--- config.mk ---
export PLATFORM = sky130hd
export DESIGN_NAME = sisc_mc_core_flat
export DESIGN_NICKNAME = d
export VERILOG_FILES = /design/src/rtl/sisc_mc_core_if.sv /design/src/rtl/sisc_mc_core.sv /design/src/flat_wrapper.sv
export SDC_FILE = /design/constraint.sdc
export NUM_CORES = 2
export LEC_CHECK = 0
export CORE_MARGIN = 4
export CORE_UTILIZATION = 45
export DETAILED_ROUTE_END_ITERATION = 10
export PLACE_DENSITY = 0.64
export SYNTH_ARGS = -nofsm -noshare
export SYNTH_HDL_FRONTEND = slang
export SYNTH_SLANG_ARGS = --single-unit
--- constraint.sdc ---
create_clock -name clk -period 28.3 [get_ports clk]
set_input_delay 5.66 -clock clk [delete_from_list [all_inputs] [get_ports clk]]
set_output_delay 5.66 -clock clk [all_outputs]
set_load 0.1 [all_outputs]
--- src/rtl/sisc_mc_core_if.sv ---
// sisc_mc_core_if
//   Instruction handshake between the fetch unit and the SISC core.
//   ir        32-bit instruction word   (fetch -> core)
//   ir_valid  ir is valid this cycle    (fetch -> core)
//   ir_ready  core accepts ir this cycle (core -> fetch)
//   master: fetch side, slave: core side.
interface sisc_mc_core_if;
  logic [31:0] ir;
  logic        ir_valid;
  logic        ir_ready;

  modport master (output ir, output ir_valid, input ir_ready);
  modport slave  (input ir, input ir_valid, output ir_ready);
endinterface

--- src/rtl/sisc_mc_core.sv ---
// sisc_mc_core
//   Multicycle SISC execution core. It holds the register file, the ALU, the
//   status register and the control FSM. Each accepted instruction runs through
//   DECODE, EXECUTE and WRITEBACK, and the core then returns to IDLE. HALT parks
//   the core until reset.
// Ports
//   clk       rising-edge clock
//   rst       asynchronous active-high reset
//   bus       instruction handshake (ir, ir_valid in; ir_ready out)
//   busy      high in DECODE, EXECUTE and WRITEBACK
//   halted    high in HALTED
//   stat      status register {C,V,N,Z}
//   illegal   one-cycle pulse in WRITEBACK of an undefined op/mm
//   dbg_addr  debug register select
//   dbg_data  combinational read of reg[dbg_addr]
module sisc_mc_core #(
  parameter int DATA_W = 32,
  parameter int REG_AW = 4
) (
  input  logic              clk,
  input  logic              rst,
  sisc_mc_core_if.slave     bus,
  output logic              busy,
  output logic              halted,
  output logic [3:0]        stat,
  output logic              illegal,
  input  logic [REG_AW-1:0] dbg_addr,
  output logic [DATA_W-1:0] dbg_data
);

  localparam int NREG = 2 ** REG_AW;
  localparam int SW   = $clog2(DATA_W);
  localparam int MSB  = DATA_W - 1;

  localparam logic [2:0] IDLE      = 3'd0;
  localparam logic [2:0] DECODE    = 3'd1;
  localparam logic [2:0] EXECUTE   = 3'd2;
  localparam logic [2:0] WRITEBACK = 3'd3;
  localparam logic [2:0] HALTED    = 3'd4;

  typedef logic [DATA_W-1:0] word_t;

  logic [2:0]        state_r;
  logic [2:0]        stateNext_s;
  logic              irReady_r;
  logic              busy_r;
  logic              halted_r;
  logic [31:0]       irLatch_r;
  word_t             opA_r;
  word_t             opB_r;
  word_t             result_r;
  logic [3:0]        flags_r;
  logic              aluOk_r;
  logic              illegal_r;
  logic [3:0]        stat_r;
  word_t             regFile_r [NREG];

  logic [3:0]        opField_s;
  logic [3:0]        mmField_s;
  logic [REG_AW-1:0] rdField_s;
  logic [REG_AW-1:0] rsField_s;
  logic [REG_AW-1:0] rtField_s;
  word_t             immExt_s;

  word_t             aluRes_s;
  logic              aluC_s;
  logic              aluV_s;
  logic              aluLegal_s;
  logic              illegalOp_s;
  logic [DATA_W:0]   sumWide_s;
  logic [DATA_W:0]   shlWide_s;
  logic [DATA_W:0]   shrWide_s;
  logic [SW-1:0]     shAmt_s;

  assign opField_s = irLatch_r[31:28];
  assign mmField_s = irLatch_r[27:24];
  assign rdField_s = irLatch_r[20 +: REG_AW];
  assign rsField_s = irLatch_r[16 +: REG_AW];
  assign rtField_s = irLatch_r[12 +: REG_AW];
  assign immExt_s  = word_t'($signed(irLatch_r[15:0]));

  // Undefined ops (anything other than NOP, the two ALU forms and HALT) or undefined mm.
  assign illegalOp_s = (opField_s != 4'h0) && !aluLegal_s;

  assign bus.ir_ready = irReady_r;
  assign busy         = busy_r;
  assign halted       = halted_r;
  assign stat         = stat_r;
  assign illegal      = illegal_r;
  assign dbg_data     = regFile_r[dbg_addr];

  // Next-state logic of the control FSM.
  always_comb begin
    stateNext_s = state_r;
    case (state_r)
      IDLE: begin
        if (bus.ir_valid) begin
          stateNext_s = DECODE;
        end else begin
          stateNext_s = IDLE;
        end
      end
      DECODE: begin
        if (opField_s == 4'hF) begin
          stateNext_s = HALTED;
        end else begin
          stateNext_s = EXECUTE;
        end
      end
      EXECUTE:   stateNext_s = WRITEBACK;
      WRITEBACK: stateNext_s = IDLE;
      HALTED:    stateNext_s = HALTED;
      default:   stateNext_s = IDLE;
    endcase
  end

  // ALU: result and flags from the operand latches.
  always_comb begin
    aluRes_s   = {DATA_W{1'b0}};
    aluC_s     = 1'b0;
    aluV_s     = 1'b0;
    aluLegal_s = 1'b0;
    sumWide_s  = {(DATA_W + 1){1'b0}};
    shlWide_s  = {(DATA_W + 1){1'b0}};
    shrWide_s  = {(DATA_W + 1){1'b0}};
    shAmt_s    = opB_r[SW-1:0];
    if ((opField_s == 4'h1) || (opField_s == 4'h2)) begin
      case (mmField_s)
        4'h1: begin
          sumWide_s  = {1'b0, opA_r} + {1'b0, opB_r};
          aluRes_s   = sumWide_s[DATA_W-1:0];
          aluC_s     = sumWide_s[DATA_W];
          aluV_s     = (opA_r[MSB] == opB_r[MSB]) && (aluRes_s[MSB] != opA_r[MSB]);
          aluLegal_s = 1'b1;
        end
        4'h2: begin
          // Subtract as A + ~B + 1 so the carry out means "no borrow".
          sumWide_s  = {1'b0, opA_r} + {1'b0, ~opB_r} + {{DATA_W{1'b0}}, 1'b1};
          aluRes_s   = sumWide_s[DATA_W-1:0];
          aluC_s     = sumWide_s[DATA_W];
          aluV_s     = (opA_r[MSB] != opB_r[MSB]) && (aluRes_s[MSB] != opA_r[MSB]);
          aluLegal_s = 1'b1;
        end
        4'h3: begin
          aluRes_s   = opA_r & opB_r;
          aluLegal_s = 1'b1;
        end
        4'h4: begin
          aluRes_s   = opA_r | opB_r;
          aluLegal_s = 1'b1;
        end
        4'h5: begin
          aluRes_s   = opA_r ^ opB_r;
          aluLegal_s = 1'b1;
        end
        4'h6: begin
          aluRes_s   = ~opA_r;
          aluLegal_s = 1'b1;
        end
        4'h7: begin
          // One extra bit on top catches the last bit shifted out (0 when s==0).
          shlWide_s  = {1'b0, opA_r} << shAmt_s;
          aluRes_s   = shlWide_s[DATA_W-1:0];
          aluC_s     = shlWide_s[DATA_W];
          aluLegal_s = 1'b1;
        end
        4'h8: begin
          // One extra bit below catches the last bit shifted out (0 when s==0).
          shrWide_s  = {opA_r, 1'b0} >> shAmt_s;
          aluRes_s   = shrWide_s[DATA_W:1];
          aluC_s     = shrWide_s[0];
          aluLegal_s = 1'b1;
        end
        default: aluLegal_s = 1'b0;
      endcase
    end else begin
      aluLegal_s = 1'b0;
    end
  end

  // FSM state and the status outputs, which are registered from the next state.
  always_ff @(posedge clk or posedge rst) begin
    if (rst) begin
      state_r   <= IDLE;
      irReady_r <= 1'b1;
      busy_r    <= 1'b0;
      halted_r  <= 1'b0;
    end else begin
      state_r   <= stateNext_s;
      irReady_r <= (stateNext_s == IDLE);
      busy_r    <= (stateNext_s == DECODE) || (stateNext_s == EXECUTE) ||
                   (stateNext_s == WRITEBACK);
      halted_r  <= (stateNext_s == HALTED);
    end
  end

  // Pipeline latches: instruction, operands, ALU result/flags, illegal pulse.
  always_ff @(posedge clk or posedge rst) begin
    if (rst) begin
      irLatch_r <= 32'h0000_0000;
      opA_r     <= {DATA_W{1'b0}};
      opB_r     <= {DATA_W{1'b0}};
      result_r  <= {DATA_W{1'b0}};
      flags_r   <= 4'h0;
      aluOk_r   <= 1'b0;
      illegal_r <= 1'b0;
    end else begin
      if ((state_r == IDLE) && bus.ir_valid) begin
        irLatch_r <= bus.ir;
      end
      // Operands are sampled here, so rd may equal rs/rt without a hazard.
      if (state_r == DECODE) begin
        opA_r <= regFile_r[rsField_s];
        opB_r <= (opField_s == 4'h2) ? immExt_s : regFile_r[rtField_s];
      end
      if (state_r == EXECUTE) begin
        result_r <= aluRes_s;
        flags_r  <= {aluC_s, aluV_s, aluRes_s[MSB], (aluRes_s == {DATA_W{1'b0}})};
        aluOk_r  <= aluLegal_s;
      end
      // High for exactly the WRITEBACK cycle that follows an illegal EXECUTE.
      illegal_r <= (state_r == EXECUTE) && illegalOp_s;
    end
  end

  // Register file commit; register 0 is never written so it always reads 0.
  always_ff @(posedge clk or posedge rst) begin
    if (rst) begin
      for (int i = 0; i < NREG; i++) begin
        regFile_r[i] <= {DATA_W{1'b0}};
      end
    end else if ((state_r == WRITEBACK) && aluOk_r && (rdField_s != {REG_AW{1'b0}})) begin
      regFile_r[rdField_s] <= result_r;
    end
  end

  // Status register commit on legal ALU ops only.
  always_ff @(posedge clk or posedge rst) begin
    if (rst) begin
      stat_r <= 4'h0;
    end else if ((state_r == WRITEBACK) && aluOk_r) begin
      stat_r <= flags_r;
    end
  end

endmodule

--- src/flat_wrapper.sv ---
// flat-port wrapper written by rule: the top's interface ports become plain ports
module sisc_mc_core_flat 
#(
  parameter int DATA_W = 32,
  parameter int REG_AW = 4
)
  (clk, rst, busy, halted, stat, illegal, dbg_addr, dbg_data, bus_ir, bus_ir_valid, bus_ir_ready);
  sisc_mc_core_if bus_i ();
  input  logic clk;
  input  logic rst;
  output logic busy;
  output logic halted;
  output logic [3:0] stat;
  output logic illegal;
  input  logic [REG_AW-1:0] dbg_addr;
  output logic [DATA_W-1:0] dbg_data;
  input wire logic [$bits(bus_i.ir)-1:0] bus_ir;
  input wire logic [$bits(bus_i.ir_valid)-1:0] bus_ir_valid;
  output wire logic [$bits(bus_i.ir_ready)-1:0] bus_ir_ready;
  assign bus_i.ir = bus_ir;
  assign bus_i.ir_valid = bus_ir_valid;
  assign bus_ir_ready = bus_i.ir_ready;
  sisc_mc_core #(.DATA_W(DATA_W), .REG_AW(REG_AW)) u_core (.clk(clk), .rst(rst), .bus(bus_i), .busy(busy), .halted(halted), .stat(stat), .illegal(illegal), .dbg_addr(dbg_addr), .dbg_data(dbg_data));
endmodule
==> results.txt <==
Setup CP Type - primary input to output pin
Routed WL per cell - 31.0 µm
Critical Path AT - 9.44 ns
filler instances - 8,546
core area - 100,000 µm²
post_cts resized - 0
Initial DRT Pass Iterations - 10
ys async rst share - 100%
cell area after synthesis - 45,300 µm²
Yosys top cell by area - dfrtp_1
Die Wd - 325 µm
max cap viols - 0
clock share of power - 25.6%
GRT Total Usage - 27.9%
yosys warns - 0
RSZ-0062 raised after global routing - no
Place WS - 13.10 ns
post-route cell area - 49,300 µm²
Post-Syn Instances - 3,608
largest net degree at the start of global routing - 171
ratio of final minimum period to clock period - 53.4%
Leakage - 21.0 nW
row count - 116
vias - 33,431
switch share - 43.4%
htree depth - 3
Synth-to-Final Area Change - 8.80%
share of the synthesized area in the top cell type - 36.1%
post-CTS setup buffers - 0
failing checks - design-rule violations
Hold Crit Class - flop to flop
EDFF count, synth - 0
DRT iter0 DRCs - 4,030
routability cong. - 0.991
DRC - 4
top post-synthesis cells by area - dfrtp_1 36%, mux4_2 26%, mux2_2 13%, ha_1 2.9%, clkbuf_1 2.1%
vias per cell - 6.95
most numerous cell in the Yosys netlist - dfrtp_1
setup violators final - 0
area post-placement - 46,900 µm²
TritonCTS Sinks - 655
min Tclk post-route - 15.10 ns
Critical Path Sink Type - output pin
status - complete, but fails checks
Max Freq - 0.0662 GHz
Root Driver - clkbuf_16
worst slew pin tran - 1.19 ns
nets - 3,599
IO Count - 79
antenna-violating nets left - 0
WP data required - 22.64 ns
CP startpoint kind - primary input
IO buf count - 78
clock edge transition at the registers on the reported setup and hold paths - 0.05 ns
switching power - 0.00163 W
Total Power - 0.00376 W
final WL - 149,000 µm
maximum buffer depth of the clock tree - 3
cts bufs inserted - 72
post-synthesis register bit count - 655
final hold violation count - 0
Worst Clk Skew - 0.0333 ns
fin worst setup slack - 13.20 ns
Die Span Y - 325 µm
CP max FO - 84
synth cell count leaders - 654 x dfrtp_1, 525 x mux2_2, 516 x mux4_2
Most used DFF post-synth - dfrtp_1
share of layout cells above drive strength 1 - 37.1%
Multi-input gate area - 27,100 µm²
Pins Over Slew Limit - 0
dpl hpwl - 96,100 µm
first-pass GRT wire length - 223,000 µm
grt ovf - 0
Flop pwr share - 32.6%
setup_tns - 0 ns
CTS tree - yes
hold_buf cts - 0
Syn Area/Cell - 12.6 µm²
sequential share of the synthesized area - 36.2%
Initial Util - 45.3%
IR drop worst, VDD - 75.9 µV
Sequential Area - 16,400 µm²
Yosys cell types - 95
Comb power frac - 41.8%
die area - 106,000 µm²
relative slew slack - 19.5%
P_int - 0.00213 W
Clock Latency Late Sink - 0.65 ns
Syn Nets - 3,755
vias in the first global route - 32,942
initial antenna violation count - 2
P per Cell Area - 76.3 nW/µm²
-- path summary, 6_finish.rpt --
check / startpoint / endpoint / slack, ns / cells after the start
min in group asynchronous: rst / u_core.regFile_r[55] / 5.52 / 2
max reg2reg: u_core.opB_r[1] / u_core.flags_r[0] / 22.45 / 12
min: u_core.regFile_r[487] / u_core.regFile_r[487] / 0.41 / 0
min reg2reg: u_core.regFile_r[487] / u_core.regFile_r[487] / 0.41 / 0
max in group asynchronous: rst / u_core.opB_r[0] / 18.07 / 7
max: dbg_addr[0] / dbg_data[21] / 13.20 / 5
-- state kept, by name (all words and copies together), names as in the netlist --
name	count
u_core.irLatch_r	32
u_core.regFile_r	512
u_core.stat	4
u_core.opB_r	32
u_core.illegal	1
u_core.busy	1
u_core.halted	1
u_core.bus.ir_ready	1
u_core.flags_r	4
u_core.state_r	3
u_core.opA_r	32
u_core.result_r	31
u_core.aluOk_r	1
-- cells by family (layout without fill, tap and decap cells) --
logic type	Yosys count	in the layout	share of synthesized area (%)
xor+xnor	23	23	0.445
mux	1127	1127	41.0
compound gates	612	612	8.97
fa+ha+maj	108	108	3.02
simple gates	606	606	6.19
flops	655	655	36.2
other cells	0	1	0
buf+inv	477	377	4.18
-- worst max-delay path, stage by stage --
cell	delay, ns
buf_8	0.71
buf_4	0.85
mux4_2	0.59
mux4_2	0.55
clkdlybuf4s50_1	1.00
-- layer usage --
layer / part of all wire, % / track usage (%) / vias to the layer above / routed length, µm
met2: 45 / 42.4 / 1991 / 67600
met5: 0.0087 / 0 / - / 13
met4: 4.0 / 10.3 / 2 / 6030
met1: 40 / 39.3 / 17395 / 59500
li1: - / - / 13664 / -
met3: 11 / 6.75 / 379 / 16100
-- power by group through the flow --
stage / combinational [W] / sequential (W) / clock, W
after floorplan: 0.00117 / 0.00110 / 0
after global placement: 0.00154 / 0.00124 / 0
after detailed placement: 0.00154 / 0.00124 / 0
after CTS: 0.00155 / 0.00122 / 0.000984
after global routing: 0.00166 / 0.00124 / 0.00102
final: 0.00157 / 0.00123 / 0.000964
-- final cells by class --
| type | count | share of cell area [%] |
|---|---|---|
| diodes | 1 | 0.00508 |
| inverters | 102 | 0.795 |
| flip-flops and latches | 655 | 33.3 |
| clock buffers | 95 | 4.12 |
| well taps | 1298 | 3.30 |
| repair buffers | 145 | 2.68 |
| multi-input cells | 2476 | 55.0 |
| clock inverters | 35 | 0.751 |
-- per-stage QoR --
| stage | utilization [%] | std cells | hold slack (ns) |
|---|---|---|---|
| 2_1_floorplan | - | 3608 | 0.439 |
| 3_3_place_gp | 46.9 | 4676 | 0.400 |
| 5_1_grt | 49.3 | 4806 | 0.430 |
| 4_1_cts | 49.3 | 4806 | 0.414 |
| 3_5_place_dp | 46.9 | 4676 | 0.402 |
| 6_report | 49.3 | 4807 | 0.414 |
-- layout by cell type, fill, tap and decap left out, types with 33 or more instances in the layout --
master / instances
a21oi_1: 174
a31oi_1: 33
buf_4: 65
clkbuf_16: 73
clkdlybuf4s50_1: 74
dfrtp_1: 643
ha_1: 106
inv_1: 97
mux2_2: 525
mux2i_1: 73
mux4_2: 516
nand2_1: 199
nand3_1: 35
nor2_1: 178
nor3_1: 39
o21ai_0: 127
No activity file was read; power rests on OpenSTA's default activity.
